$ cat src/rtl/ddfs_lut_scheduler.sv
// ddfs_lut_scheduler: two-channel DDFS sharing one sine LUT between phase accumulators A and B
//   clk, rst_n        clock, async active-low reset
//   en, sample_tick   a tick is accepted in IDLE only while en is high
//   cfg_*             valid/ready config port: 00 FTW, 01 phase offset, 10 clear acc, 11 no-op
//   sample_a/b        registered two's-complement samples
//   out_valid         pulses in UPD when the new sample pair is visible
//   busy, overrun     not-IDLE flag, and a pulse for a tick dropped while busy

module sine_wave_lut_8bit (
   input  logic [7:0] addr,
   output logic [7:0] q
);
   // quarter-wave table of round(64*sin(2*pi*k/256)), k = 0..64
   localparam int qtab [65] = '{
      0, 2, 3, 5, 6, 8, 9, 11, 12, 14,
      16, 17, 19, 20, 22, 23, 24, 26, 27, 29,
      30, 32, 33, 34, 36, 37, 38, 39, 41, 42,
      43, 44, 45, 46, 47, 48, 49, 50, 51, 52,
      53, 54, 55, 56, 56, 57, 58, 59, 59, 60,
      60, 61, 61, 62, 62, 62, 63, 63, 63, 64,
      64, 64, 64, 64, 64};
   logic [6:0] idx;
   logic [7:0] mag;
   always_comb begin
      idx = addr[6] ? 7'd64 - {1'b0, addr[5:0]} : {1'b0, addr[5:0]};
      mag = 8'(qtab[idx]);
      q = addr[7] ? 8'd0 - mag : mag;
   end
endmodule

module ddfs_lut_scheduler #(
   parameter int ACC_W = 32
) (
   input  logic             clk,
   input  logic             rst_n,
   input  logic             en,
   input  logic             sample_tick,
   input  logic             cfg_valid,
   output logic             cfg_ready,
   input  logic             cfg_ch,
   input  logic [1:0]       cfg_cmd,
   input  logic [ACC_W-1:0] cfg_data,
   output logic [7:0]       sample_a,
   output logic [7:0]       sample_b,
   output logic             out_valid,
   output logic             busy,
   output logic             overrun
);
   typedef enum logic [1:0] {IDLE, RD_A, RD_B, UPD} state_t;
   state_t state, state_nx;
   logic [ACC_W-1:0] acc_a, acc_b, ftw_a, ftw_b;
   logic [7:0] poff_a, poff_b, lut_addr, lut_q;
   logic tick, cfg_go;

   sine_wave_lut_8bit u_lut (.addr(lut_addr), .q(lut_q));

   always_comb begin
      tick = sample_tick & en;
      busy = state != IDLE;
      out_valid = state == UPD;
      overrun = tick & busy;
      // held low while reset is asserted so the host sees no handshake window
      cfg_ready = rst_n & (state == IDLE);
      cfg_go = cfg_valid & cfg_ready;
      state_nx = state == IDLE ? (tick ? RD_A : IDLE) :
                 state == RD_A ? RD_B :
                 state == RD_B ? UPD : IDLE;
      // channel A addressing doubles as the deterministic idle address
      lut_addr = state == RD_B ? acc_b[ACC_W-1 -: 8] + poff_b : acc_a[ACC_W-1 -: 8] + poff_a;
   end

   always_ff @(posedge clk or negedge rst_n) begin
      if (!rst_n) begin
         state <= IDLE;
         acc_a <= '0;
         acc_b <= '0;
         ftw_a <= '0;
         ftw_b <= '0;
         poff_a <= '0;
         poff_b <= '0;
         sample_a <= '0;
         sample_b <= '0;
      end else begin
         state <= state_nx;
         // config lands only in IDLE, so it never collides with the UPD accumulate
         if (cfg_go && cfg_cmd == 2'b00 && !cfg_ch) ftw_a <= cfg_data;
         if (cfg_go && cfg_cmd == 2'b00 && cfg_ch) ftw_b <= cfg_data;
         if (cfg_go && cfg_cmd == 2'b01 && !cfg_ch) poff_a <= cfg_data[7:0];
         if (cfg_go && cfg_cmd == 2'b01 && cfg_ch) poff_b <= cfg_data[7:0];
         if (cfg_go && cfg_cmd == 2'b10 && !cfg_ch) acc_a <= '0;
         if (cfg_go && cfg_cmd == 2'b10 && cfg_ch) acc_b <= '0;
         if (state == RD_A) sample_a <= lut_q;
         if (state == RD_B) sample_b <= lut_q;
         if (state == UPD) begin
            acc_a <= acc_a + ftw_a;
            acc_b <= acc_b + ftw_b;
         end
      end
   end
endmodule

$ cat config.mk
export PLATFORM = sky130hd
export DESIGN_NAME = ddfs_lut_scheduler
export DESIGN_NICKNAME = d
export VERILOG_FILES = /design/src/rtl/ddfs_lut_scheduler.sv
export SDC_FILE = /design/constraint.sdc
export NUM_CORES = 1
export LEC_CHECK = 0
export ABC_AREA = 1
export BUFFER_PORTS_ARGS = -buffer_cell sky130_fd_sc_hd__buf_2
export CELL_PAD_IN_SITES_DETAIL_PLACEMENT = 0
export CELL_PAD_IN_SITES_GLOBAL_PLACEMENT = 1
export CORE_MARGIN = 2
export CORE_UTILIZATION = 43
export CTS_BUF_LIST = sky130_fd_sc_hd__clkbuf_8
export DETAILED_ROUTE_END_ITERATION = 6
export PLACE_DENSITY = 0.84
export SETUP_SLACK_MARGIN = 0.1
export SKIP_LAST_GASP = 1
export SLEW_MARGIN = 10
export SYNTH_ARGS = -nofsm -noshare
export SYNTH_HDL_FRONTEND = slang
export SYNTH_SLANG_ARGS = --single-unit
$ cat constraint.sdc
create_clock -name clk -period 3.5 [get_ports clk]
set_input_delay 0.35 -clock clk [delete_from_list [all_inputs] [get_ports clk]]
set_output_delay 0.35 -clock clk [all_outputs]
set_load 0.005 [all_outputs]
==> results of run 1 <==
[metal layers]
metal	share of wire, %	track usage (%)	up-vias
li1	-	-	4789
met1	47	28.57	4446
met2	49	35.70	167
met3	3.4	3.287	25
met4	1.3	4.545	0
met5	0	0	-
[state kept, by name, indices dropped and copies added (netlist names)]
signal and flops:
state 2, acc_b 32, sample_b 8, poff_a 8, ftw_b 32, ftw_a 32, sample_a 8, acc_a 32
poff_b 8
[Yosys cell counts, types with 3 or more instances]
| cell type | number | area share, % |
|---|---|---|
| xnor2_1 | 13 | 1.1 |
| inv_1 | 159 | 5.6 |
| nor2_1 | 56 | 2.0 |
| nand3_1 | 70 | 3.3 |
| dfrtp_1 | 162 | 38 |
| nor2_2 | 3 | 0.18 |
| a21boi_1 | 4 | 0.28 |
| nand3_2 | 9 | 0.85 |
| nor3_1 | 6 | 0.28 |
| xor2_1 | 25 | 2.1 |
| a22o_1 | 4 | 0.33 |
| nand2_4 | 5 | 0.53 |
| a21o_1 | 3 | 0.21 |
| nand4_1 | 9 | 0.53 |
| o221ai_1 | 4 | 0.33 |
| a21oi_2 | 3 | 0.25 |
| nand2_2 | 15 | 0.88 |
| nand2_1 | 421 | 15 |
| a31oi_1 | 14 | 0.83 |
| a21oi_1 | 91 | 4.3 |
| inv_2 | 6 | 0.21 |
| o21ai_1 | 10 | 0.47 |
| clkbuf_1 | 27 | 0.96 |
| o21ai_0 | 164 | 7.7 |
| fa_1 | 4 | 0.75 |
| ha_1 | 89 | 10 |
[metrics by stage]
step                       TNS [ns]  utilization, %
final                             0           50.43
after global routing      -0.006702           50.43
after CTS                         0           48.82
after detailed placement   -0.05749           46.75
after global placement            0           46.75
after floorplan                   0               -
[cells by family (layout without fill, tap and decap cells)]
group	after synthesis	in the layout
adders and majority gates	93	93
DFF	162	162
AOI/OAI and AO/OA	310	310
and+or+nand+nor	601	601
xor gates and xnor gates	38	38
buffers and inverters	200	303
[timing repair]
action,CTS,global route
hold buffers,1,0
setup buffers,9,15
cloned,0,0
pin swaps,16,44
hold endpoints to repair,15,0
setup endpoints to repair,8,21
resized for setup,22,68
[area by class of cell]
cell class | count | share of cell area, %
clock inverter | 13 | 0.7265
inverter | 168 | 5.259
tap | 324 | 3.315
timing repair buffer | 104 | 5.505
clock buffer | 18 | 2.026
multi-input combinational | 1042 | 50.02
sequential | 162 | 33.15
[final timing paths]
check / from / to / slack (ns) / cells past startpoint
max: acc_a[24] / sample_a[4] / 0.12 / 26
min: en / state[0] / 0.17 / 3
max reg2reg: acc_a[24] / sample_a[4] / 0.12 / 26
min reg2reg: sample_a[5] / sample_a[5] / 0.48 / 2
max in group asynchronous: rst_n / sample_b[1] / 1.41 / 4
min in group asynchronous: rst_n / sample_a[6] / 0.54 / 3
[cells in the final DEF, fill, tap and decap left out, types with 14 or more instances in the layout]
cell	synthesis	routed
dfrtp_1	162	162
nand3_2	9	14
nand2_1	421	406
buf_2	1	58
nand2_4	5	15
nand2_2	15	20
o21ai_0	164	161
a21oi_1	91	87
inv_1	159	152
clkbuf_8	0	18
nand3_1	70	60
buf_4	0	38
a31oi_1	14	14
ha_1	89	79
nor2_1	56	54
xor2_1	25	24
[critical path: stages, from the launching register on]
cell     delay, ns
dfrtp_1       0.41
ha_4          0.18
fa_2          0.53
inv_2         0.03
o21ai_2       0.11
inv_2         0.07
ha_4          0.16
inv_4         0.05
nor2_4        0.04
inv_2         0.05
nand2_2       0.05
inv_1         0.09
nand3_2       0.10
nand2_4       0.12
nand2_4       0.06
a21oi_4       0.18
nor2_2        0.06
nand2_1       0.08
nand2_2       0.07
nor2_4        0.13
nand2_4       0.07
ha_4          0.17
nand3_4       0.08
nand2_4       0.06
xor2_2        0.16
nand2_1       0.07
nand2_1       0.07
==> flow_summary.toml, run 1 <==
[critical_path]
worstPathRequired_ns = 3.85
worstPathMaxFanout = 4
crit_path_start_kind = "flop"
crit_arrival_ns = 3.73
crit_type = "reg -> reg"
endpoint_kind = "flop"

[global_routing]
overflow = 0
grt_pass1_vias = 8778
antenna_found_initial = 0
grt_max_degree = 79
grt_pass1_wl_mm = 44.18
globalRouteTotalUtil_pct = 21.05

[synth]
synthMuxAreaShare_pct = 0
synth_fa_ha_area_share_pct = 11.25
async_reset_ff_share_pct = 100.0
syn_nets = 1537
synthXorXnorAreaFrac_pct = 3.136
synth_area_per_cell_sq_um = 7.558
synth_cell_type_count = 43
synth-seq-cells = 162
syn_area_sq_mm = 0.01061
postSynthCellCount = 1404
synth_compound_area_share_pct = 15.84
synth-edff-count = 0
yosys.area_share.simple_pct = 24.15
ys_seq_area_share_pct = 38.20
ys_warn_count = 0
synth_top_family_by_area = "simple AND/OR/NAND/NOR gates"
synthFlopType = "dfrtp_1"

[timing]
fin_crit_sh_pct = 96.49
min_period_ns = 3.377
finalHoldWorstSlack_ns = 0.1721
fmax_mhz = 296.1
hold_viol_final = 0
slew_headroom_pct = 22.49
worst_pin_slew_ns = 1.161
fin_worst_skew_ns = 0.01683
setup_viol = 0
rsz0062_at_grt = "yes"
slew_viol_final = 0
setup_ws_ns = 0.1228

[place]
dp_hpwl_mm = 19.64
pre_cts_ws_ns = -0.02528
placed_area_sq_mm = 0.01134
numPlacedInstances = 1775
place_congestion = 0.9032
numPortBuffers = 59

[cells_and_area]
fin_nets = 1628
diodes = 0
fin_cells = 1831
register_area_sq_mm = 0.004054
drive_gt1_share_pct = 16.06
fin_area_sq_mm = 0.01223
multi_input_area_sq_mm = 0.006116
area_growth_pct = 15.23
n_fill_cell = 2383

[die]
die_w_microns = 161.1
die-area_sq_mm = 0.02595
start_util_pct = 43.76
core_area_sq_mm = 0.02425
io_pins = 60
fp-row-count = 57
die_h_microns = 161.1

[cts]
cts_tree = "built"
cts-root-buf = "clkbuf_8"
numCtsBuffers = 17
clock_latency_ns = 0.46
htreeDepth = 4
numClockSinks = 162
clk_pin_slew_ns = 0.09
cts.path.max_buffers = 2

[job]
maxCapViolations = 0

[route]
viasPerCell = 5.149
drtPass1Iterations = 5
ant_nets = 0
finalWirelength_mm = 27.19
drc = 0
drt_iter0_markers = 512
routedWlPerCell_microns = 14.85
num_vias = 9427

[min_path]
hold_class = "in -> reg"

[run_status]
outcome = "complete, no violations"
Power of run 1 is not shown: default switching activity piles up to over one toggle a cycle in this logic, so the estimate is an artifact.
==> inputs of run 2 (changes only) <==
Settings changed: GPL_TIMING_DRIVEN set to 0, MAX_ROUTING_LAYER set to met4, PLACE_DENSITY 0.84 to not set, PLACE_DENSITY_LB_ADDON set to 0.1.
==> run 2 against run 1 <==
Net effect:
- clock-buffer cell count shrank 1
- first-iteration DRC count decreased by 2.7%
- largest cell class unchanged
- die area did not move
- wire length is 5.3% higher
- hold slack lost 0.012 ns
- sequential share of layout area down 0.36 points
- global-route usage is 2.5 points higher
- final area grew 1.1%
- critical path depth decreased by 2
==> flow_summary.toml, run 2 (same netlist as run 1, synthesis figures left out) <==
[run_status]
outcome = "complete, no violations"

[global_routing]
globalRouteTotalUtil_pct = 23.56
grt_pass1_vias = 9028
grt_max_degree = 93
grt_pass1_wl_mm = 47.01
antenna_found_initial = 0
overflow = 0

[job]
maxCapViolations = 0

[critical_path]
r2r-start = "acc_a[24]"
crit_arrival_ns = 3.80
crit_path_start_kind = "flop"
crit_type = "reg -> reg"
worstPathRequired_ns = 3.91
cp-startpoint = "acc_a[24]"
endpoint_kind = "flop"
worstPathMaxFanout = 5

[cells_and_area]
final_cell_mix = "nand2_1 (400), o21ai_0 (162), dfrtp_1 (161)"
n_fill_cell = 2521
final_common_cell = "nand2_1"
fin_nets = 1647
fin_cells = 1851
area_growth_pct = 16.53
diodes = 0
drive_gt1_share_pct = 15.78

[timing]
setup_viol = 0
fin_crit_sh_pct = 97.03
fin_worst_skew_ns = 0.01754
slew_viol_final = 0
worst_pin_slew_ns = 0.7905
fmax_mhz = 294.5
slew_headroom_pct = 47.30
rsz0062_at_grt = "yes"
hold_viol_final = 0
min_period_ns = 3.396

[cts]
clock_latency_ns = 0.47
cts_tree = "built"
numCtsBuffers = 17
htreeDepth = 4
cts.path.max_buffers = 2
numClockSinks = 162
cts-root-buf = "clkbuf_8"
clk_pin_slew_ns = 0.10

[route]
num_vias = 9303
drt_iter0_markers = 498
viasPerCell = 5.026
drtPass1Iterations = 5
finalWirelength_mm = 28.64
drc = 0
routedWlPerCell_microns = 15.47
ant_nets = 0

[die]
die_w_microns = 161.1
fp-row-count = 57
die_h_microns = 161.1
io_pins = 60
core_area_sq_mm = 0.02425
start_util_pct = 43.76
die-area_sq_mm = 0.02595

[min_path]
hp-start = "cfg_data[16]"
hold_class = "in -> reg"

[place]
numPlacedInstances = 1788
numPortBuffers = 59
place_congestion = 0.8615
dp_hpwl_mm = 21.91
[run 2: changes by cell type in the layout (fill, tap and decap cells not counted), moves of 5 or more]
cell | previous run | this run
nand2_2 | 20 | 33
nand2_4 | 15 | 8
inv_2 | 12 | 17
buf_4 | 38 | 21
buf_6 | 6 | 11
nand2_1 | 406 | 400
inv_1 | 152 | 147
clkbuf_1 | 0 | 27
[run 2: worst max-delay path, stage by stage, from the launching register on]
cell and delay, ns:
dfrtp_1 0.43, ha_2 0.20, fa_2 0.53, inv_2 0.03, o21ai_2 0.11, inv_2 0.07, ha_4 0.25, inv_2 0.03
nand3_2 0.08, nand2_4 0.08, buf_6 0.15, buf_6 0.13, ha_4 0.14, inv_2 0.04, nand2_1 0.04, nand3_1 0.08
nand3_1 0.09, nand2_2 0.10, nand3_4 0.08, ha_4 0.17, nand3_2 0.07, nand2_2 0.07, xor2_2 0.20, nand2_1 0.09
nand2_1 0.08
[run 2: final cells by class]
class                           instances  area (sq um)  share of cell area (%)
Buffer                                 32         152.6                   1.234
Clock buffer                           17         234.0                   1.892
Clock inverter                         15         196.4                   1.589
Inverter                              168         638.1                   5.160
Multi-Input combinational cell       1042          6082                   49.19
Sequential cell                       162          4055                   32.79
Tap cell                              324         405.4                   3.278
Timing Repair Buffer                   91         601.8                   4.867
[run 2: metal layers]
metal / routed length, microns / track usage [%] / part of all wire (%)
met2: 13640 / 38.18 / 48
met1: 13970 / 32.45 / 49
met3: 713 / 2.080 / 2.5
met5: 0 / - / 0
met4: 316 / 5.195 / 1.1
[run 2: worst paths after layout]
path	cells past startpoint	slack, ns	endpoint
min in group asynchronous	2	0.42	acc_a[9]
max in group asynchronous	3	2.20	acc_b[24]
worst max register to register	24	0.10	sample_a[4]
worst min-delay path	3	0.16	ftw_a[16]
worst max-delay path	24	0.10	sample_a[4]
worst min register to register	2	0.47	sample_a[4]
[run 2: repair_timing]
action / CTS / global route
endpoints found under the hold margin: 70 / 0
buffers inserted: 24 / 7
pin swaps: 20 / 21
gates resized for setup: 36 / 54
hold buffers: 1 / 0
endpoints found under the setup margin: 15 / 20
[run 2: through the flow]
| step | setup slack, ns | hold slack, ns | TNS [ns] | cell area, sq um | utilization (%) |
|---|---|---|---|---|---|
| floorplan | 0.1061 | 0.05441 | 0 | 10620 | - |
| finish | 0.1038 | 0.1606 | 0 | 12370 | 51.00 |
| global placement | -2.011 | 0.4605 | -362.22 | 11320 | 46.69 |
| global route | -0.1168 | 0.1653 | -0.7621 | 12370 | 51.00 |
| detailed placement | -0.5241 | 0.3598 | -4.456 | 11360 | 46.85 |
| CTS | 0.06624 | 0.1453 | 0 | 12120 | 49.99 |
Power of run 2 is left out for the same reason.
